`config.mk`:
```
export PLATFORM = sky130hd
export DESIGN_NAME = ev22_fetch
export DESIGN_NICKNAME = d
export VERILOG_FILES = /design/src/rtl/ev22_fetch.sv
export SDC_FILE = /design/constraint.sdc
export NUM_CORES = 1
export LEC_CHECK = 0
export BUFFER_PORTS_ARGS = -buffer_cell sky130_fd_sc_hd__buf_2
export CORE_MARGIN = 4
export CORE_UTILIZATION = 55
export DETAILED_ROUTE_END_ITERATION = 6
export PLACE_DENSITY = 0.86
export SETUP_SLACK_MARGIN = 0.4
export SYNTH_ARGS = -nofsm -noshare
export SYNTH_HDL_FRONTEND = slang
export SYNTH_SLANG_ARGS = --single-unit
```
`constraint.sdc`:
```
create_clock -name clk -period 3.2 [get_ports clk]
set_input_delay 0.16 -clock clk [delete_from_list [all_inputs] [get_ports clk]]
set_output_delay 0.16 -clock clk [all_outputs]
set_load 0.05 [all_outputs]
```
`src/rtl/ev22_fetch.sv`:
```
// ev22_fetch -- instruction fetch and sequencing unit for the EV22 core.
//
// Fetches 24-bit instruction words from program memory over a req/ack
// handshake. It splits each word into opcode/Ri/Rj/immediate fields and
// presents them to the decoder with a valid/ready handshake. All control
// flow (JMP/JZE/JNE/JCY/BSR/RET) is resolved here against datapath flags
// sampled in the accept cycle.
//
// Build option:
//   FETCH_RSTACK_EN  defined   -> RS_DEPTH-entry circular return stack
//                    undefined -> single link register
//
// Ports:
//   clk, rst_n                    clock, asynchronous active-low reset
//   run                           level: keep fetching while high
//   imem_req/imem_addr            program-memory read request / address (= PC)
//   imem_ack/imem_rdata           read-data strobe / 24-bit instruction word
//   inst_valid/inst_ready         decoder handshake
//   opcode/ri/rj/imm/pc           fields and address of presented instruction
//   flag_z/flag_w15/flag_cy       datapath flags for conditional jumps
//   rs_err                        sticky return-stack overflow/underflow
module ev22_fetch #(
  parameter int                PC_W     = 16,
  parameter logic [PC_W-1:0]   RESET_PC = '0,
  parameter int                RS_DEPTH = 4
) (
  input  logic            clk,
  input  logic            rst_n,
  input  logic            run,
  output logic            imem_req,
  output logic [PC_W-1:0] imem_addr,
  input  logic            imem_ack,
  input  logic [23:0]     imem_rdata,
  output logic            inst_valid,
  input  logic            inst_ready,
  output logic [7:0]      opcode,
  output logic [4:0]      ri,
  output logic [4:0]      rj,
  output logic [15:0]     imm,
  output logic [PC_W-1:0] pc,
  input  logic            flag_z,
  input  logic            flag_w15,
  input  logic            flag_cy,
  output logic            rs_err
);

  typedef enum logic [1:0] {
    S_IDLE  = 2'd0,
    S_FETCH = 2'd1,
    S_ISSUE = 2'd2
  } state_t;

  localparam logic [PC_W-1:0] PC_ONE = {{(PC_W-1){1'b0}}, 1'b1};

  state_t          r_state;
  state_t          w_state_nxt;
  logic [PC_W-1:0] r_pc;
  logic [23:0]     r_ir;
  logic            r_rs_err;

  logic            w_ld_ir;
  logic            w_accept;
  logic [7:0]      w_op;
  logic [PC_W-1:0] w_opnd;
  logic [PC_W-1:0] w_pc_inc;
  logic [PC_W-1:0] w_pc_tgt;
  logic            w_push;
  logic            w_pop;
  logic            w_rs_empty;
  logic            w_rs_full;
  logic [PC_W-1:0] w_rs_top;

  assign w_op     = r_ir[23:16];
  assign w_opnd   = PC_W'(r_ir[15:0]);
  assign w_pc_inc = r_pc + PC_ONE;

  // Outputs decode straight from registered state, so reset clears them at once.
  assign imem_req   = (r_state == S_FETCH);
  assign imem_addr  = r_pc;
  assign inst_valid = (r_state == S_ISSUE);
  assign opcode     = r_ir[23:16];
  assign ri         = r_ir[12:8];
  assign rj         = r_ir[4:0];
  assign imm        = r_ir[15:0];
  assign pc         = r_pc;
  assign rs_err     = r_rs_err;

  // Next-state logic; an ack outside FETCH is simply not looked at.
  always_comb begin
    w_state_nxt = r_state;
    w_ld_ir     = 1'b0;
    w_accept    = 1'b0;
    case (r_state)
      S_IDLE: begin
        if (run) w_state_nxt = S_FETCH;
        else     w_state_nxt = S_IDLE;
      end
      S_FETCH: begin
        if (imem_ack) begin
          w_ld_ir     = 1'b1;
          w_state_nxt = S_ISSUE;
        end else if (!run) begin
          w_state_nxt = S_IDLE;
        end else begin
          w_state_nxt = S_FETCH;
        end
      end
      S_ISSUE: begin
        if (inst_ready) begin
          w_accept    = 1'b1;
          w_state_nxt = run ? S_FETCH : S_IDLE;
        end else begin
          w_state_nxt = S_ISSUE;
        end
      end
      default: w_state_nxt = S_IDLE;
    endcase
  end

  // Branch resolution for the instruction currently held in r_ir.
  always_comb begin
    w_push   = 1'b0;
    w_pop    = 1'b0;
    w_pc_tgt = w_pc_inc;
    casez (w_op)
      8'b00100???: w_pc_tgt = w_opnd;
      8'b00101???: w_pc_tgt = flag_z    ? w_opnd : w_pc_inc;
      8'b00110???: w_pc_tgt = !flag_w15 ? w_opnd : w_pc_inc;
      8'b00111???: w_pc_tgt = flag_cy   ? w_opnd : w_pc_inc;
      8'b000111??: begin
        w_push   = 1'b1;
        w_pc_tgt = r_pc + w_opnd;
      end
      8'b01000001: begin
        w_pop = 1'b1;
        // Returning with nothing saved restarts the program.
        if (w_rs_empty) w_pc_tgt = RESET_PC;
        else            w_pc_tgt = w_rs_top + PC_ONE;
      end
      default: w_pc_tgt = w_pc_inc;
    endcase
  end

  // FSM state, program counter and instruction register.
  always_ff @(posedge clk or negedge rst_n) begin
    if (!rst_n) begin
      r_state <= S_IDLE;
      r_pc    <= RESET_PC;
      r_ir    <= 24'h00_0000;
    end else begin
      r_state <= w_state_nxt;
      if (w_ld_ir)  r_ir <= imem_rdata;
      if (w_accept) r_pc <= w_pc_tgt;
    end
  end

  // Sticky error: overflow on BSR while full, underflow on RET while empty.
  always_ff @(posedge clk or negedge rst_n) begin
    if (!rst_n) begin
      r_rs_err <= 1'b0;
    end else if (w_accept && ((w_push && w_rs_full) || (w_pop && w_rs_empty))) begin
      r_rs_err <= 1'b1;
    end
  end

`ifdef FETCH_RSTACK_EN
  localparam int               RS_AW      = (RS_DEPTH > 1) ? $clog2(RS_DEPTH) : 1;
  localparam logic [RS_AW-1:0] SP_ONE     = {{(RS_AW-1){1'b0}}, 1'b1};
  localparam logic [RS_AW:0]   CNT_ONE    = {{RS_AW{1'b0}}, 1'b1};
  localparam logic [RS_AW:0]   CNT_FULL   = (RS_AW+1)'(RS_DEPTH);

  logic [PC_W-1:0] r_rs [RS_DEPTH];
  logic [RS_AW-1:0] r_sp;
  logic [RS_AW:0]   r_cnt;

  assign w_rs_empty = (r_cnt == {(RS_AW+1){1'b0}});
  assign w_rs_full  = (r_cnt == CNT_FULL);
  assign w_rs_top   = r_rs[r_sp - SP_ONE];

  // Circular stack: a push when full overwrites the oldest entry because the
  // pointer wraps (RS_DEPTH is a power of two) while the count saturates.
  always_ff @(posedge clk or negedge rst_n) begin
    if (!rst_n) begin
      r_sp  <= {RS_AW{1'b0}};
      r_cnt <= {(RS_AW+1){1'b0}};
      for (int i = 0; i < RS_DEPTH; i++) r_rs[i] <= RESET_PC;
    end else if (w_accept && w_push) begin
      r_rs[r_sp] <= r_pc;
      r_sp       <= r_sp + SP_ONE;
      if (!w_rs_full) r_cnt <= r_cnt + CNT_ONE;
    end else if (w_accept && w_pop && !w_rs_empty) begin
      r_sp  <= r_sp - SP_ONE;
      r_cnt <= r_cnt - CNT_ONE;
    end
  end
`else
  logic [PC_W-1:0] r_link;
  logic            r_link_v;

  assign w_rs_empty = !r_link_v;
  // A lone link register is simply overwritten, so it never reports full.
  assign w_rs_full  = (RS_DEPTH == 0);
  assign w_rs_top   = r_link;

  // Link register: BSR overwrites it; RET reads it without consuming it.
  always_ff @(posedge clk or negedge rst_n) begin
    if (!rst_n) begin
      r_link   <= RESET_PC;
      r_link_v <= 1'b0;
    end else if (w_accept && w_push) begin
      r_link   <= r_pc;
      r_link_v <= 1'b1;
    end
  end
`endif

endmodule

```
-- Yosys cells after proc, flatten, opt, wreduce, memory -nomap -nowiden
Index checks and enable logic that the tools add are counted.
- bits of input ports: 32
- logic and storage cells: 37
- flip-flop bits (word level): 60
- add/subtract/negate cells: 3
- muxes and demuxes: 15
- equality and inequality tests: 8
- reduce and logical (&&, ||, !) cells: 5
- operators with widths (cell ; number):
    case mux 16 bit (6 select lines) ; 1
    2-to-1 mux 16 bit ; 4
    adder 16 x 1 -> 16 bit, second input constant ; 2
    == test 5 x 3 -> 1 bit, second input constant ; 4
    adder 16 bit ; 1
    == test 8 x 7 -> 1 bit, second input constant ; 1
    2-to-1 mux 1 bit ; 7
    == test 6 x 3 -> 1 bit, second input constant ; 1
    case mux 2 bit (3 select lines) ; 1
    2-to-1 mux 2 bit ; 2
    logical AND 1 bit ; 3
    == test 2 x 1 -> 1 bit, second input constant ; 1
    == test 2 bit, second input constant ; 1
    logical NOT 2 bit ; 1
    logical NOT 1 bit ; 1

-- Depth between registers and ports, before layout
- depth in word-level cells: 4
- gate-level depth with buffers: 8
- mapped depth without buffers: 8

-- Worst setup path before layout
OpenSTA, ideal clock, no wires.
- path type: reg-to-reg
- from: reg r_pc[0], in the netlist imem_addr[0]
- to: reg r_pc[12], in the netlist imem_addr[12]
- required time: 3123 ps
- setup time: 77 ps
- path slack: 633 ps
- cell stages (with the launch flop): 9
- arrival time: 2490 ps
- cells stage by stage: dfrtp_1 -> ha_1 -> fa_1 -> a21o_1 -> a311o_1 -> nand4_1 -> nand3_1 -> o311a_1 -> a21oi_1
- longest elaborated chain between the ends: 3
- elaborated cells on any way between the ends: 6
- those cells by class: add/sub (2); mux (4)
- ends and longest elaborated chain (element ; RTL line ; source):
    start: declaration ; 57 ; logic [PC_W-1:0] r_pc;
    start signal: assignment ; 153 ; if (w_accept) r_pc <= w_pc_tgt;
    adder 16 x 1 -> 16 bit ; 75 ; assign w_pc_inc = r_pc + PC_ONE;
    2-to-1 mux 16 bit (on tied branches) ; 129, 127, 128 ;
    case mux 16 bit (6 select lines) * ; 125 ; casez (w_op)
Every way passes the cells marked *; elsewhere a longest branch is shown, timed or not.
A chain may end at the register's enable or synchronous reset.

-- Worst setup path after layout
- from: reg r_ir[23]
- to: reg r_pc[0], in the netlist imem_addr[0]
- longest elaborated chain between the ends: 2
- elaborated cells on any way between the ends: 7
- those cells by class: eq/ne (6); mux (1)
- ends and longest elaborated chain (element ; RTL line ; source):
    start: declaration ; 58 ; logic [23:0] r_ir;
    start signal: assignment ; 152 ; if (w_ld_ir) r_ir <= imem_rdata;
    == test 8 x 7 -> 1 bit (tied with other cells) ; 125 ;
    case mux 16 bit (6 select lines) * ; 125 ;
Marked as above.

==> impl_metrics.py <==
metrics = {
    "timing": {
        "grt_setup_unrepaired": "false",
        "finalSetupTns_ps": 0,
        "finalMaxSlewViolations": 0,
        "post-route-period-util_pct": 83.2,
        "layout_setup_ws_ps": 539,
        "period_needed_ps": 2660,
        "finClkSkew_ps": 6.60,
        "final-hold-violation-count": 0,
        "relSlewSlack_pct": 40.6,
        "setup_viol": 0,
        "worst_pin_slew_ps": 889,
        "hold_slack_ps": 17.2,
        "fmax_mhz": 376,
    },
    "logic_synthesis": {
        "muxShareOfSynthArea_pct": 9.73,
        "ys_seq_elements": 60,
        "synth_compound_area_share_pct": 19.6,
        "async_flop_share_pct": 100,
        "synth_nets": 516,
        "postSynthCellCount": 466,
        "synthesis.area_sq_mm": 0.00450,
        "synthFlopType": "dfrtp_1",
        "synth_area_leaders": "dfrtp_1, mux2_2, ha_1",
        "seq_area_frac_synth_pct": 33.4,
        "synthAdderAreaFrac_pct": 5.17,
        "yosys.area_share.simple_pct": 18.7,
        "synthXorXnorAreaFrac_pct": 5.84,
        "yosysTopAreaCell": "dfrtp_1",
        "synth_cell_types": 74,
        "synth_edf_count": 0,
        "yosys_warnings": 0,
        "yosys.area.top_type_share_pct": 33.4,
        "syn-mean-instance-area_sq_um": 9.66,
        "synth_top_family_by_area": "compound AO/OA/AOI/OAI gates",
    },
    "placement": {
        "placed_area_sq_mm": 0.00486,
        "pre_cts_slack_ps": 685,
        "io_buffers": 100,
        "gp_congestion": 0.928,
        "post-dp-hpwl_mm": 9.76,
    },
    "power_and_ir_drop": {
        "finalPower_mw": 5.46,
        "p_clk_share_pct": 11.7,
        "p_sw_mw": 3.16,
        "swShare_pct": 57.9,
        "p_int_mw": 2.30,
        "ir_worst_vdd_uv": 674,
        "p_comb_share_pct": 61.6,
        "p_leak_nw": 2.29,
        "power.density_mw_per_mm2": 1080,
        "seqPwrFrac_pct": 26.6,
    },
    "worst_setup_path": {
        "startpoint_type": "flip-flop",
        "cp_max_fo": 11,
        "end_kind": "flip-flop",
        "required_ps": 3440,
        "critPathArrivalTime_ps": 2900,
        "crit_type": "reg -> reg",
    },
    "floorplanning": {
        "rows": 32,
        "core_area_sq_mm": 0.00785,
        "die-area_sq_mm": 0.00969,
        "start_util_pct": 57.3,
        "ios": 101,
        "die_w_um": 98.4,
        "fp.dieH_um": 98.4,
    },
    "layout": {
        "final_cell_mix": "buf_2, dfrtp_1, mux2_2",
        "seq_area_sq_mm": 0.00150,
        "fillers": 705,
        "drive_gt1_share_pct": 33.1,
        "mostFrequentLayoutCell": "buf_2",
        "syn2layout_area_growth_pct": 12.2,
        "nets": 589,
        "design_area_sq_mm": 0.00505,
        "n_antenna_cell": 0,
        "multiInputGateArea_sq_mm": 0.00266,
    },
    "global_routing": {
        "grt_util_all_layers_pct": 27.7,
        "antenna_found_initial": 0,
        "grt-ovfl-total": 0,
        "grt_max_degree": 36,
        "grt_pass1_vias": 4198,
        "grt_pass1_wl_mm": 21.6,
    },
    "clock_network": {
        "cts.sinks": 60,
        "worstSkewPairLatency_ps": 360,
        "cts_resized": 0,
        "cts_buffers": 9,
        "clockRootBuffer": "clkbuf_8",
        "tritoncts": "built",
        "path_clk_slew_ps": 70,
        "post_cts_buffers": 0,
        "htree_num_levels": 3,
        "cts_buffer_depth": 2,
    },
    "status": {
        "outcome": "complete, no violations",
    },
    "detailed_routing": {
        "wl_per_cell_um": 20.6,
        "route.detailed.drc": 0,
        "drt_iter0_drc": 323,
        "vias": 4215,
        "vias_per_cell": 6.53,
        "ant_nets": 0,
        "drt_pass1_iterations": 5,
        "drt_wl_total_mm": 13.3,
    },
    "worst_hold_path": {
        "hold_path_class": "in -> reg",
    },
    "run": {
        "maxCapViolations": 0,
    },
}
## final timing paths
kind,start,to,slack (ps),depth (start not counted)
max in group asynchronous,rst_n,imem_addr[15],1970,3
min in group asynchronous,rst_n,r_link[13],450,2
min,run,r_state[0],20,2
max reg2reg,r_ir[23],imem_addr[0],540,6
max,r_ir[23],imem_addr[0],540,6
min reg2reg,rs_err,rs_err,470,1
## flip-flops by register name, summed over array words and instances, names as in the netlist
register / cells
rs_err: 1
r_state: 2
r_link_v: 1
r_ir: 24
imem_addr: 16
r_link: 16
## layout make-up
| cell class | instances | share of cell area, % |
|---|---|---|
| clock buffer | 11 | 3.00 |
| multi-input combinational | 352 | 52.6 |
| clock inverter | 4 | 0.496 |
| sequential | 60 | 29.8 |
| timing repair buffer | 106 | 10.9 |
| tap | 102 | 2.53 |
| inverter | 10 | 0.744 |
## kinds of logic after synthesis
logic type               Yosys count
AND/OR/NAND/NOR                  137
AO/OA/AOI/OAI                    129
flip-flops                        60
buffers and inverters             54
multiplexers                      38
XOR/XNOR                          30
adder cells (fa/ha/maj)           18
## metal layers
metal / track usage [%] / routed length [um]
met5: 0 / 0
met3: 4.46 / 1210
met2: 45.2 / 6260
met4: 11.9 / 454
met1: 36.6 / 5350
## per-stage QoR
| stage | util (%) | cells |
|---|---|---|
| 6_report | 64.3 | 645 |
| 2_1_floorplan | - | 466 |
| 4_1_cts | 64.3 | 645 |
| 3_5_place_dp | 61.9 | 629 |
| 3_3_place_gp | 61.9 | 629 |
| 5_1_grt | 64.3 | 645 |
## cells in the mapped netlist, types with 3 or more instances
library cell / n
o22ai_1: 4
inv_1: 10
mux2_2: 36
a31oi_1: 9
o21ai_1: 3
a21o_1: 7
clkbuf_1: 5
ha_1: 17
a21oi_1: 29
nor2_1: 20
nand3_1: 19
nor3_1: 4
o221ai_1: 3
a221oi_1: 6
o211ai_1: 6
nor2b_1: 4
buf_4: 27
or3_1: 3
nand2_1: 32
o21ai_0: 24
and4_1: 4
buf_2: 6
xnor2_1: 19
dfrtp_1: 60
and3_1: 9
o21a_1: 10
buf_6: 4
o31ai_1: 4
xor2_1: 11
nand4_1: 14
a211oi_2: 4
## power by group through the flow
stage                     Sequential, mW  Combinational, mW  Clock [mW]
after global routing                1.50               3.57       0.685
after detailed placement            1.45               3.29           0
after global placement              1.43               3.26           0
after CTS                           1.44               3.32       0.644
after floorplan                     1.91               2.21           0
final                               1.45               3.36       0.641
## critical path, cell delays in order, from the launching register on
cell,delay [ps]
dfrtp_1,460
or3b_4,480
a211oi_2,720
or3_1,400
o221ai_2,160
a211oi_2,240
nor2_1,80
## what timing repair did
item                       4_1_cts  5_1_grt
hold buffers                     1        0
hold endpoints to repair        33        0
setup endpoints to repair        0        0
(Power assumes the default switching activity.)
